### src/rtl/ripple_carry_adder.sv
// ripple_carry_adder: registered N-bit ripple-carry adder built from a chain of
// 1-bit full-adder cells.
//
// Parameters:
//   WIDTH      operand/sum width in bits (2..64)
//
// Ports:
//   clk        rising-edge clock
//   rst_n      asynchronous active-low reset; clears every register
//   in_valid   qualifies a, b, cin this cycle
//   a, b       operands (unsigned or two's complement)
//   cin        carry into bit 0
//   sum        registered a+b+cin modulo 2^WIDTH
//   cout       registered carry out of bit WIDTH-1
//   ovf        registered signed overflow (carry into MSB ^ carry out of MSB)
//   out_valid  sum/cout/ovf hold a new result this cycle
//
// Build option:
//   RCA_PIPE_EN  when defined, splits the chain into two register stages
//                (low WIDTH/2 bits, then the rest); latency 2, throughput 1.
//                When undefined, latency is 1.

module ripple_carry_adder #(
  parameter int unsigned WIDTH = 4
) (
  input  logic             clk,
  input  logic             rst_n,
  input  logic             in_valid,
  input  logic [WIDTH-1:0] a,
  input  logic [WIDTH-1:0] b,
  input  logic             cin,
  output logic [WIDTH-1:0] sum,
  output logic             cout,
  output logic             ovf,
  output logic             out_valid
);

  logic [WIDTH-1:0] sum_q, sum_d;
  logic             cout_q, cout_d;
  logic             ovf_q, ovf_d;
  logic             out_valid_q;

`ifdef RCA_PIPE_EN

  localparam int unsigned Lo = WIDTH / 2;
  localparam int unsigned Hi = WIDTH - Lo;

  // Stage 1: ripple the low half.
  logic [Lo:0]   c_lo;
  logic [Lo-1:0] s_lo;

  assign c_lo[0] = cin;

  for (genvar i = 0; i < Lo; i++) begin : g_fa_lo
    assign s_lo[i]   = a[i] ^ b[i] ^ c_lo[i];
    assign c_lo[i+1] = (a[i] & b[i]) | (c_lo[i] & (a[i] ^ b[i]));
  end

  logic [Lo-1:0] lo_sum_q, lo_sum_d;
  logic          carry_q, carry_d;
  logic [Hi-1:0] a_hi_q, a_hi_d;
  logic [Hi-1:0] b_hi_q, b_hi_d;
  logic          v1_q;

  // Stage-1 registers only load on valid so idle inputs never toggle them.
  always_comb begin
    lo_sum_d = lo_sum_q;
    carry_d  = carry_q;
    a_hi_d   = a_hi_q;
    b_hi_d   = b_hi_q;
    if (in_valid) begin
      lo_sum_d = s_lo;
      carry_d  = c_lo[Lo];
      a_hi_d   = a[WIDTH-1:Lo];
      b_hi_d   = b[WIDTH-1:Lo];
    end
  end

  always_ff @(posedge clk or negedge rst_n) begin
    if (!rst_n) begin
      lo_sum_q <= '0;
      carry_q  <= 1'b0;
      a_hi_q   <= '0;
      b_hi_q   <= '0;
      v1_q     <= 1'b0;
    end else begin
      lo_sum_q <= lo_sum_d;
      carry_q  <= carry_d;
      a_hi_q   <= a_hi_d;
      b_hi_q   <= b_hi_d;
      v1_q     <= in_valid;
    end
  end

  // Stage 2: ripple the high part from the registered carry.
  logic [Hi:0]   c_hi;
  logic [Hi-1:0] s_hi;

  assign c_hi[0] = carry_q;

  for (genvar i = 0; i < Hi; i++) begin : g_fa_hi
    assign s_hi[i]   = a_hi_q[i] ^ b_hi_q[i] ^ c_hi[i];
    assign c_hi[i+1] = (a_hi_q[i] & b_hi_q[i]) | (c_hi[i] & (a_hi_q[i] ^ b_hi_q[i]));
  end

  // c_hi[Hi-1] is the carry into the MSB; for Hi==1 it is the stage-1 carry.
  always_comb begin
    sum_d  = sum_q;
    cout_d = cout_q;
    ovf_d  = ovf_q;
    if (v1_q) begin
      sum_d  = {s_hi, lo_sum_q};
      cout_d = c_hi[Hi];
      ovf_d  = c_hi[Hi-1] ^ c_hi[Hi];
    end
  end

  always_ff @(posedge clk or negedge rst_n) begin
    if (!rst_n) begin
      sum_q       <= '0;
      cout_q      <= 1'b0;
      ovf_q       <= 1'b0;
      out_valid_q <= 1'b0;
    end else begin
      sum_q       <= sum_d;
      cout_q      <= cout_d;
      ovf_q       <= ovf_d;
      out_valid_q <= v1_q;
    end
  end

`else

  logic [WIDTH:0]   c;
  logic [WIDTH-1:0] s;

  assign c[0] = cin;

  for (genvar i = 0; i < WIDTH; i++) begin : g_fa
    assign s[i]   = a[i] ^ b[i] ^ c[i];
    assign c[i+1] = (a[i] & b[i]) | (c[i] & (a[i] ^ b[i]));
  end

  // Results only load on valid; otherwise the last result is held.
  always_comb begin
    sum_d  = sum_q;
    cout_d = cout_q;
    ovf_d  = ovf_q;
    if (in_valid) begin
      sum_d  = s;
      cout_d = c[WIDTH];
      ovf_d  = c[WIDTH-1] ^ c[WIDTH];
    end
  end

  always_ff @(posedge clk or negedge rst_n) begin
    if (!rst_n) begin
      sum_q       <= '0;
      cout_q      <= 1'b0;
      ovf_q       <= 1'b0;
      out_valid_q <= 1'b0;
    end else begin
      sum_q       <= sum_d;
      cout_q      <= cout_d;
      ovf_q       <= ovf_d;
      out_valid_q <= in_valid;
    end
  end

`endif

  assign sum       = sum_q;
  assign cout      = cout_q;
  assign ovf       = ovf_q;
  assign out_valid = out_valid_q;

endmodule

### config.mk
export PLATFORM = sky130hd
export DESIGN_NAME = ripple_carry_adder
export DESIGN_NICKNAME = d
export VERILOG_FILES = /design/src/rtl/ripple_carry_adder.sv
export SDC_FILE = /design/constraint.sdc
export NUM_CORES = 1
export LEC_CHECK = 0
export BUFFER_PORTS_ARGS = -buffer_cell sky130_fd_sc_hd__buf_2
export CAP_MARGIN = 0
export CELL_PAD_IN_SITES_DETAIL_PLACEMENT = 1
export CELL_PAD_IN_SITES_GLOBAL_PLACEMENT = 2
export CORE_MARGIN = 2
export CORE_UTILIZATION = 23
export DETAILED_ROUTE_END_ITERATION = 10
export GPL_TIMING_DRIVEN = 1
export PLACE_DENSITY_LB_ADDON = 0.1
export SLEW_MARGIN = 20
export SYNTH_ARGS = -nofsm -noshare
export SYNTH_HDL_FRONTEND = slang
export SYNTH_SLANG_ARGS = --single-unit
### constraint.sdc
create_clock -name clk -period 0.8 [get_ports clk]
set_input_delay 0.12 -clock clk [delete_from_list [all_inputs] [get_ports clk]]
set_output_delay 0.12 -clock clk [all_outputs]
set_load 0.02 [all_outputs]
==> results.toml, run 1 <==
[worst_setup_path]
critPathMaxFanout = 2
r2r-start = "ovf$_DFFE_PN0P_"
crit_path_end_kind = "flop"
cp.required_ns = 0.96
crit_arrival_ns = 1.84
crit_type = "in -> reg"
crit_path_start = "a[0]"
rrSetupSlack_ns = -0.09
start_kind = "input port"

[detailed_routing]
drt_pass1_iterations = 2
met2WireLength_um = 425
ant_nets = 0
drtIter0Drc = 3
vias = 314
wl_per_cell_um = 10.6
routed.top_layer = "met4"
post-route-drc-count = 0
wirelength_um = 809
drt-met1-wl_um = 323
via_per_inst = 4.13
wl_met3_um = 47

[status]
status = "finished, violations left"
violations = "negative setup slack"

[synth]
async_flop_share_pct = 100
synth_cell_types = 7
synth_area_sq_um = 388
yosys_warnings = 0
synth-seq-area-share_pct = 45.2
yosysTopAreaCell = "dfrtp_1"
syn_area_per_cell_sq_um = 13.4
synth_fp_nets = 45
synth_area_leaders = "dfrtp_1 (45%), fa_1 (21%), mux2_4 (12%)"
synth_most_common_cell = "inv_1"
synth-seq-cells = 7
syn_inst = 29
synth-edff-count = 0
yosysTopAreaCellShare_pct = 45.2
synthFlopType = "dfrtp_1"
yosys-top-cells-count = "inv_1 (10), dfrtp_1 (7), fa_1 (4), mux2_4 (3), mux2i_1 (3)"

[timing]
relSlewSlack_pct = 89.2
skew_ns = 0
slew_violations = 0
fmax_ghz = 0.597
setup_viol = 13
fin_ws_ns = -0.875
tightest_slew_ns = 0.162
final.min_clock_period_ns = 1.68
fin_crit_sh_pct = 209
grt_setup_unrepaired = "true"
finalHoldViolCount = 0

[clock_tree]
path_clk_slew_ns = 0.05
numCtsBuffers = 3
clk_latency_ns = 0.24
cts_max_level = 1
clkSinkCount = 7
clockRootBuffer = "clkbuf_4"
clock_path_buffers = 2
cts_tree = "built"

[die]
start_util_pct = 25.2
fp-row-count = 14
core_sq_um = 1540
die_w_um = 45.1
fp.dieArea_sq_um = 2030
die_y_um = 45.1
ios = 19

[global_routing]
antenna_found_initial = 0
gr-total-overflow = 0
grt_pass1_vias = 343
track_usage_pct = 9.41
grt_pass1_wl_um = 1340
grt_max_degree = 8

[pwr]
leakage_nw = 0.355
power_mw = 1.35
power.density_cell_area_nw_per_um2 = 2050
peakVddDrop_v = 0.000796

[min_path]
hold_start = "in_valid"
hold_path_class = "in -> reg"

[placed_design]
dp_hpwl_um = 647
portBuffers = 18
dp_cells = 65
globalplace.congestion = 0.583

[layout]
syn_to_final_growth_pct = 69.7
post-route-util_pct = 42.7
final_cells = 76
diodes = 0
nNetsFinal = 77
final_layout_size_suffix_gt1_share_pct = 66.7
fillers = 188

[flow_run]
cap_violations = 0
## critical path: stages
cell,delay [ns]
buf_6,0.09
fa_2,0.37
inv_2,0.06
fa_2,0.18
inv_2,0.04
fa_2,0.34
inv_2,0.06
fa_2,0.43
mux2i_1,0.14
## registers in the layout, indices dropped and copies added, names as in the netlist
signal / count
cout: 1
ovf: 1
sum: 4
out_valid: 1
## report_power, final
| group | total [mW] | switching [mW] | leakage, nW | internal (mW) |
|---|---|---|---|---|
| clock | 0.304 | 0.114 | 0.0150 | 0.189 |
| sequential | 0.476 | 0.0524 | 0.0816 | 0.424 |
| combinational | 0.568 | 0.224 | 0.258 | 0.343 |
| total | 1.35 | 0.391 | 0.355 | 0.957 |
## per-layer routing
| metal | up-vias | track usage [%] |
|---|---|---|
| met4 | 0 | 5.29 |
| met3 | 2 | 2.40 |
| met2 | 14 | 15.7 |
| li1 | 144 | - |
| met1 | 154 | 10.9 |
| met5 | - | 0 |
## layout make-up
cell class                      count  area (sq um)  share of cell area, %
Timing Repair Buffer               28           225                   34.2
Sequential cell                     7           175                   26.6
Multi-Input combinational cell     11           174                   26.4
Inverter                           10          37.5                   5.70
Clock buffer                        4          26.3                   3.99
Tap cell                           16          20.0                   3.04
## per-stage QoR
stage               setup WS (ns)  area (sq um)  setup TNS, ns  hold slack (ns)
floorplan                  -0.977           398          -3.85           -0.176
global placement            -1.12           519          -4.78          -0.0422
detailed placement          -1.18           519          -4.93          -0.0390
CTS                        -0.893           639          -4.11            0.190
global route               -0.986           658          -4.60            0.190
finish                     -0.875           658          -4.01            0.191
## cells in the final DEF, fill, tap and decap left out
cell type,instances
inv_2,3
mux2_4,3
clkbuf_4,3
inv_1,7
dfrtp_1,7
buf_6,10
fa_2,4
buf_4,7
buf_2,10
dlygate4sd3_1,1
clkbuf_1,1
mux2i_1,3
xnor2_1,1
## cells by family after synthesis
group | after synthesis | share of synthesized area, %
buffers and inverters | 11 | 12.6
XOR/XNOR | 1 | 2.26
flip-flops | 7 | 45.2
multiplexers | 6 | 19.4
adder cells (fa/ha/maj) | 4 | 20.6
## path summary, 6_finish.rpt
kind | end | cells past startpoint
worst min-delay path | sum[1]$_DFFE_PN0P_ | 2
worst min register to register | sum[3]$_DFFE_PN0P_ | 2
worst max-delay path | sum[3]$_DFFE_PN0P_ | 9
min in group asynchronous | sum[3]$_DFFE_PN0P_ | 2
worst max register to register | ovf$_DFFE_PN0P_ | 2
max in group asynchronous | cout$_DFFE_PN0P_ | 2
## timing repair
action,in CTS,in global routing
hold endpoints to repair,7,0
buffers inserted,4,2
hold buffers,1,0
pin swaps,1,0
endpoints found under the setup margin,13,13
resized for setup,16,1
No activity file was read; power rests on OpenSTA's default activity.
==> inputs of run 2 (changes only) <==
--- a/config.mk
+++ b/config.mk
@@ -10,10 +10,11 @@
 export CELL_PAD_IN_SITES_DETAIL_PLACEMENT = 1
 export CELL_PAD_IN_SITES_GLOBAL_PLACEMENT = 2
 export CORE_MARGIN = 2
-export CORE_UTILIZATION = 23
+export CORE_UTILIZATION = 25
+export CTS_BUF_LIST = sky130_fd_sc_hd__clkbuf_8
 export DETAILED_ROUTE_END_ITERATION = 10
 export GPL_TIMING_DRIVEN = 1
-export PLACE_DENSITY_LB_ADDON = 0.1
+export PLACE_DENSITY = 0.82
 export SLEW_MARGIN = 20
 export SYNTH_ARGS = -nofsm -noshare
 export SYNTH_HDL_FRONTEND = slang
==> run 2 against run 1 <==
The flow still finishes with violations (negative setup slack); non-clock buffer count is 4 lower; largest cell class unchanged; register-to-register slack better by 0.11 ns; first-iteration DRC count is 100% lower; wire length decreased by 4.2%; critical path type unchanged; worst setup slack lost 0.016 ns; highest routed layer unchanged; core utilization up 1.4 points; worst hold slack worse by 0.079 ns.
==> results.toml, run 2 (same netlist as run 1, synthesis figures left out) <==
[clock_tree]
path_clk_slew_ns = 0.04
cts_max_level = 1
clk_latency_ns = 0.23
clock_path_buffers = 2
clkSinkCount = 7
numCtsBuffers = 3
cts_tree = "built"
clockRootBuffer = "clkbuf_8"

[worst_setup_path]
cp_slowest_stage_delay_ns = 0.37
path_cells = "buf_6 -> fa_2 -> inv_2 -> fa_2 -> inv_2 -> fa_2 -> inv_2 -> fa_2 -> xnor2_1 -> mux2_4"
crit_arrival_ns = 1.80
critPathMaxFanout = 2
cp.required_ns = 0.91
crit_type = "in -> reg"
cp_common_cell = "fa_2"
r2r-start = "ovf$_DFFE_PN0P_"
r2r_cells = 1
crit_family = "adder cells"
crit_path_end_kind = "flop"
cpMaxStageDelayCell = "fa_2"
r2r_end = "ovf$_DFFE_PN0P_"
start_kind = "input port"
cp_num_buf_inv = 4
rrSetupSlack_ns = 0.02

[detailed_routing]
vias = 290
post-route-drc-count = 0
drtIter0Drc = 0
wirelength_um = 775
wl_per_cell_um = 10.8
via_per_inst = 4.03
ant_nets = 0
drt_pass1_iterations = 1

[status]
status = "finished, violations left"
violations = "negative setup slack"

[global_routing]
grt_pass1_wl_um = 1350
antenna_found_initial = 0
grt_pass1_vias = 329
track_usage_pct = 10.1
gr-total-overflow = 0
grt_max_degree = 8

[placed_design]
dp_hpwl_um = 611
dpl-instance-area_sq_um = 504
portBuffers = 18
globalplace.congestion = 0.619
dp_cells = 63

[layout]
design_area_sq_um = 649
final_cells = 72
final_layout_size_suffix_gt1_share_pct = 64.3
diodes = 0
nNetsFinal = 73
layout_common_cells = "buf_6 (10), buf_2 (9), inv_1 (8)"
final_common_cell = "buf_6"
post-route-util_pct = 44.1
syn_to_final_growth_pct = 67.4
largest_reg_flops = 4

[pwr]
leakage_nw = 0.348
peakVddDrop_v = 0.000708
netSwitchingFraction_pct = 28.2
seqPwrFrac_pct = 32.5
clock_power_share_pct = 32.8
switchingPower_mw = 0.413
power.density_cell_area_nw_per_um2 = 2260
p_comb_share_pct = 34.6
p_int_mw = 1.05

[timing]
fin_hold_ws_ns = 0.112
setup_viol = 13
finalHoldViolCount = 0
slew_violations = 0
fin_ws_ns = -0.892
tightest_slew_ns = 0.118
fin_crit_sh_pct = 211
skew_ns = 0
relSlewSlack_pct = 91.9
fmax_ghz = 0.591
final.min_clock_period_ns = 1.69
grt_setup_unrepaired = "true"

[die]
die_y_um = 43.4
fp.dieArea_sq_um = 1880
die_w_um = 43.4
core_sq_um = 1470
ios = 19
start_util_pct = 26.4
fp-row-count = 14

[min_path]
holdPathStages = 1
hold_path_class = "in -> reg"
min_to = "out_valid$_DFF_PN0_"
hold_start = "in_valid"

[flow_run]
cap_violations = 0
run 2: how the worst max path moves through the flow:
stage,startpoint,end,slack [ns],cells past startpoint
3_5_place_dp,a[0],ovf$_DFFE_PN0P_,-1.18,10
2_1_floorplan,a[0],ovf$_DFFE_PN0P_,-0.98,9
3_3_place_gp,a[0],ovf$_DFFE_PN0P_,-1.15,10
4_1_cts,a[0],ovf$_DFFE_PN0P_,-0.90,10
6_report,a[0],ovf$_DFFE_PN0P_,-0.89,10
5_1_grt,a[0],sum[3]$_DFFE_PN0P_,-0.95,9
run 2: layer usage:
metal | track usage (%) | part of all wire, %
met1 | 12.1 | 41
met5 | 0 | 0
met3 | 1.25 | 4.4
met4 | 9.09 | 1.9
met2 | 15.8 | 52
run 2: stage by stage:
step                      setup slack [ns]  TNS, ns  total power, mW
final                               -0.892    -3.81             1.47
after global routing                -0.954    -4.24             1.56
after floorplan                     -0.977    -3.85            0.702
after detailed placement             -1.18    -4.94            0.845
after global placement               -1.15    -4.78            0.828
after CTS                           -0.904    -3.83             1.48
run 2: power by group through the flow:
stage	Combinational, mW	Sequential [mW]	Clock, mW
floorplan	0.153	0.549	0
global placement	0.365	0.463	0
detailed placement	0.379	0.466	0
CTS	0.508	0.477	0.498
global route	0.554	0.484	0.526
finish	0.508	0.476	0.481
run 2: area by class of cell:
type / count / area (sq um)
Fill cell: 170 / 822
Clock buffer: 3 / 41.3
Multi-Input combinational cell: 11 / 174
Clock inverter: 1 / 3.75
Inverter: 10 / 37.5
Tap cell: 16 / 20.0
Sequential cell: 7 / 175
Timing Repair Buffer: 24 / 198
run 2: repair_timing:
item                       CTS  global route
hold endpoints to repair     7             0
gates resized for setup     16             1
setup buffers                3             1
hold buffers                 1             0
setup endpoints to repair   13            13
pin swaps                    0             1
==> inputs of run 3 (changes only) <==
--- a/config.mk
+++ b/config.mk
@@ -7,14 +7,11 @@
 export LEC_CHECK = 0
 export BUFFER_PORTS_ARGS = -buffer_cell sky130_fd_sc_hd__buf_2
 export CAP_MARGIN = 0
-export CELL_PAD_IN_SITES_DETAIL_PLACEMENT = 1
-export CELL_PAD_IN_SITES_GLOBAL_PLACEMENT = 2
-export CORE_MARGIN = 2
-export CORE_UTILIZATION = 25
+export CORE_AREA = 2 2 39 41
 export CTS_BUF_LIST = sky130_fd_sc_hd__clkbuf_8
 export DETAILED_ROUTE_END_ITERATION = 10
+export DIE_AREA = 0 0 41 43
 export GPL_TIMING_DRIVEN = 1
-export PLACE_DENSITY = 0.82
 export SLEW_MARGIN = 20
 export SYNTH_ARGS = -nofsm -noshare
 export SYNTH_HDL_FRONTEND = slang
==> run 3 against run 2 <==
The flow still finishes with violations (negative setup slack); worst hold slack gained 0.093 ns; non-clock buffer count is the same; global-route usage grew 1.3 points; largest power group unchanged; worst setup slack gained 0.0097 ns; die area shrank 6.4%; fmax grew 0.58%; sequential power is essentially flat; via count grew 3.1%; largest cell class unchanged.
==> results.toml, run 3 (same netlist as run 1, synthesis figures left out) <==
[worst_setup_path]
path_cells = "buf_2 -> fa_2 -> inv_2 -> fa_2 -> inv_2 -> fa_2 -> inv_2 -> fa_2 -> xnor2_1 -> mux2_4"
cp.required_ns = 0.91
crit_type = "in -> reg"
critPathMaxFanout = 2
cpMaxStageDelayCell = "fa_2"
cp_common_cell = "fa_2"
crit_path_end_kind = "flop"
crit_arrival_ns = 1.79
start_kind = "input port"
cp_slowest_stage_delay_ns = 0.35

[pwr]
power.density_cell_area_nw_per_um2 = 2260
leakage_nw = 0.346
peakVddDrop_v = 0.000599
power_mw = 1.45

[detailed_routing]
wirelength_um = 733
vias = 299
post-route-drc-count = 0
drt_pass1_iterations = 4
ant_nets = 0
via_per_inst = 4.15
wl_per_cell_um = 10.2
drtIter0Drc = 3

[timing]
fmax_ghz = 0.595
setup_viol = 13
fin_ws_ns = -0.882
skew_ns = 0
fin_hold_ws_ns = 0.205
fin_crit_sh_pct = 210
tightest_slew_ns = 0.166
slew_violations = 0
grt_setup_unrepaired = "true"
finalHoldViolCount = 0
relSlewSlack_pct = 89.0
final.min_clock_period_ns = 1.68

[layout]
final_layout_size_suffix_gt1_share_pct = 64.3
multi_input_area_sq_um = 174
regArea_sq_um = 175
diodes = 0
nNetsFinal = 73
fillers = 123
largest_reg_flops = 4
layout_common_cells = "buf_2 (10), buf_6 (9), inv_1 (8)"
final_common_cell = "buf_2"
syn_to_final_growth_pct = 65.8

[clock_tree]
cts_tree = "built"
clockRootBuffer = "clkbuf_8"
clock_path_buffers = 2
path_clk_slew_ns = 0.04
clkSinkCount = 7
numCtsBuffers = 3
clk_latency_ns = 0.23
cts_max_level = 1

[global_routing]
grt_pass1_wl_um = 1330
grt_pass1_vias = 336
grt_max_degree = 8
antenna_found_initial = 0
track_usage_pct = 11.4
gr-total-overflow = 0

[die]
fp.dieArea_sq_um = 1760
die_w_um = 41
fp-row-count = 14
core_sq_um = 1380
die_y_um = 43
ios = 19
start_util_pct = 28.0

[status]
status = "finished, violations left"
violations = "negative setup slack"

[placed_design]
portBuffers = 18
dp_hpwl_um = 565
globalplace.congestion = 0.719

[flow_run]
cap_violations = 0

[min_path]
hold_path_class = "in -> reg"
==> run 3: cell counts in the layout (fill, tap and decap cells not counted) <==
Identical to the previous run, type by type.
==> run 3: path summary, 6_finish.rpt <==
kind	startpoint	end	slack, ns	cells after the start
worst max-delay path	b[0]	ovf$_DFFE_PN0P_	-0.88	10
worst min-delay path	in_valid	cout$_DFFE_PN0P_	0.21	2
worst max register to register	ovf$_DFFE_PN0P_	ovf$_DFFE_PN0P_	0.02	1
worst min register to register	sum[0]$_DFFE_PN0P_	sum[0]$_DFFE_PN0P_	0.54	1
max in group asynchronous	rst_n	sum[1]$_DFFE_PN0P_	0.39	2
min in group asynchronous	rst_n	ovf$_DFFE_PN0P_	0.26	2
==> run 3: power by group <==
group	internal (mW)	switching [mW]	total [mW]	leakage, nW
Clock	0.332	0.154	0.486	0.0269
Combinational	0.283	0.204	0.487	0.238
Sequential	0.425	0.0528	0.478	0.0816
==> run 3: metrics by stage <==
stage	TNS [ns]	std cells	setup slack (ns)	util (%)	area [sq um]
2_1_floorplan	-3.85	29	-0.977	-	398
3_5_place_dp	-4.80	64	-1.15	37.0	512
3_3_place_gp	-4.73	64	-1.13	37.0	512
5_1_grt	-4.37	72	-0.965	46.5	643
6_report	-3.87	72	-0.882	46.5	643
4_1_cts	-3.82	71	-0.880	45.7	632
==> run 3: layer usage <==
metal / up-vias / GRT usage [%] / routed length (um)
met5: - / 0 / 0
met4: 0 / 8.00 / 14
met3: 2 / 1.57 / 10
met2: 5 / 18.8 / 441
met1: 156 / 12.3 / 266
li1: 136 / - / -
==> run 3: layout make-up <==
cell class              count  share of cell area [%]
clock buffers               3                    6.42
clock inverters             1                   0.584
inverters                  10                    5.84
multi-input cells          11                    27.0
flip-flops and latches      7                    27.2
well taps                  16                    3.11
repair buffers             24                    29.8
==> run 3: worst max-delay path, delay by kind of cell <==
kind | cells | cell delay, ns
adder cells (fa/ha/maj) | 4 | 1.06
multiplexers | 1 | 0.25
buffers and inverters | 4 | 0.23
XOR/XNOR | 1 | 0.13
==> run 3: what timing repair did <==
action                                  4_1_cts  5_1_grt
hold endpoints to repair                      7        0
endpoints found under the setup margin       13       13
gates resized for setup                      15        1
hold buffers                                  1        0
pin swaps                                     0        1
buffers inserted                              2        1
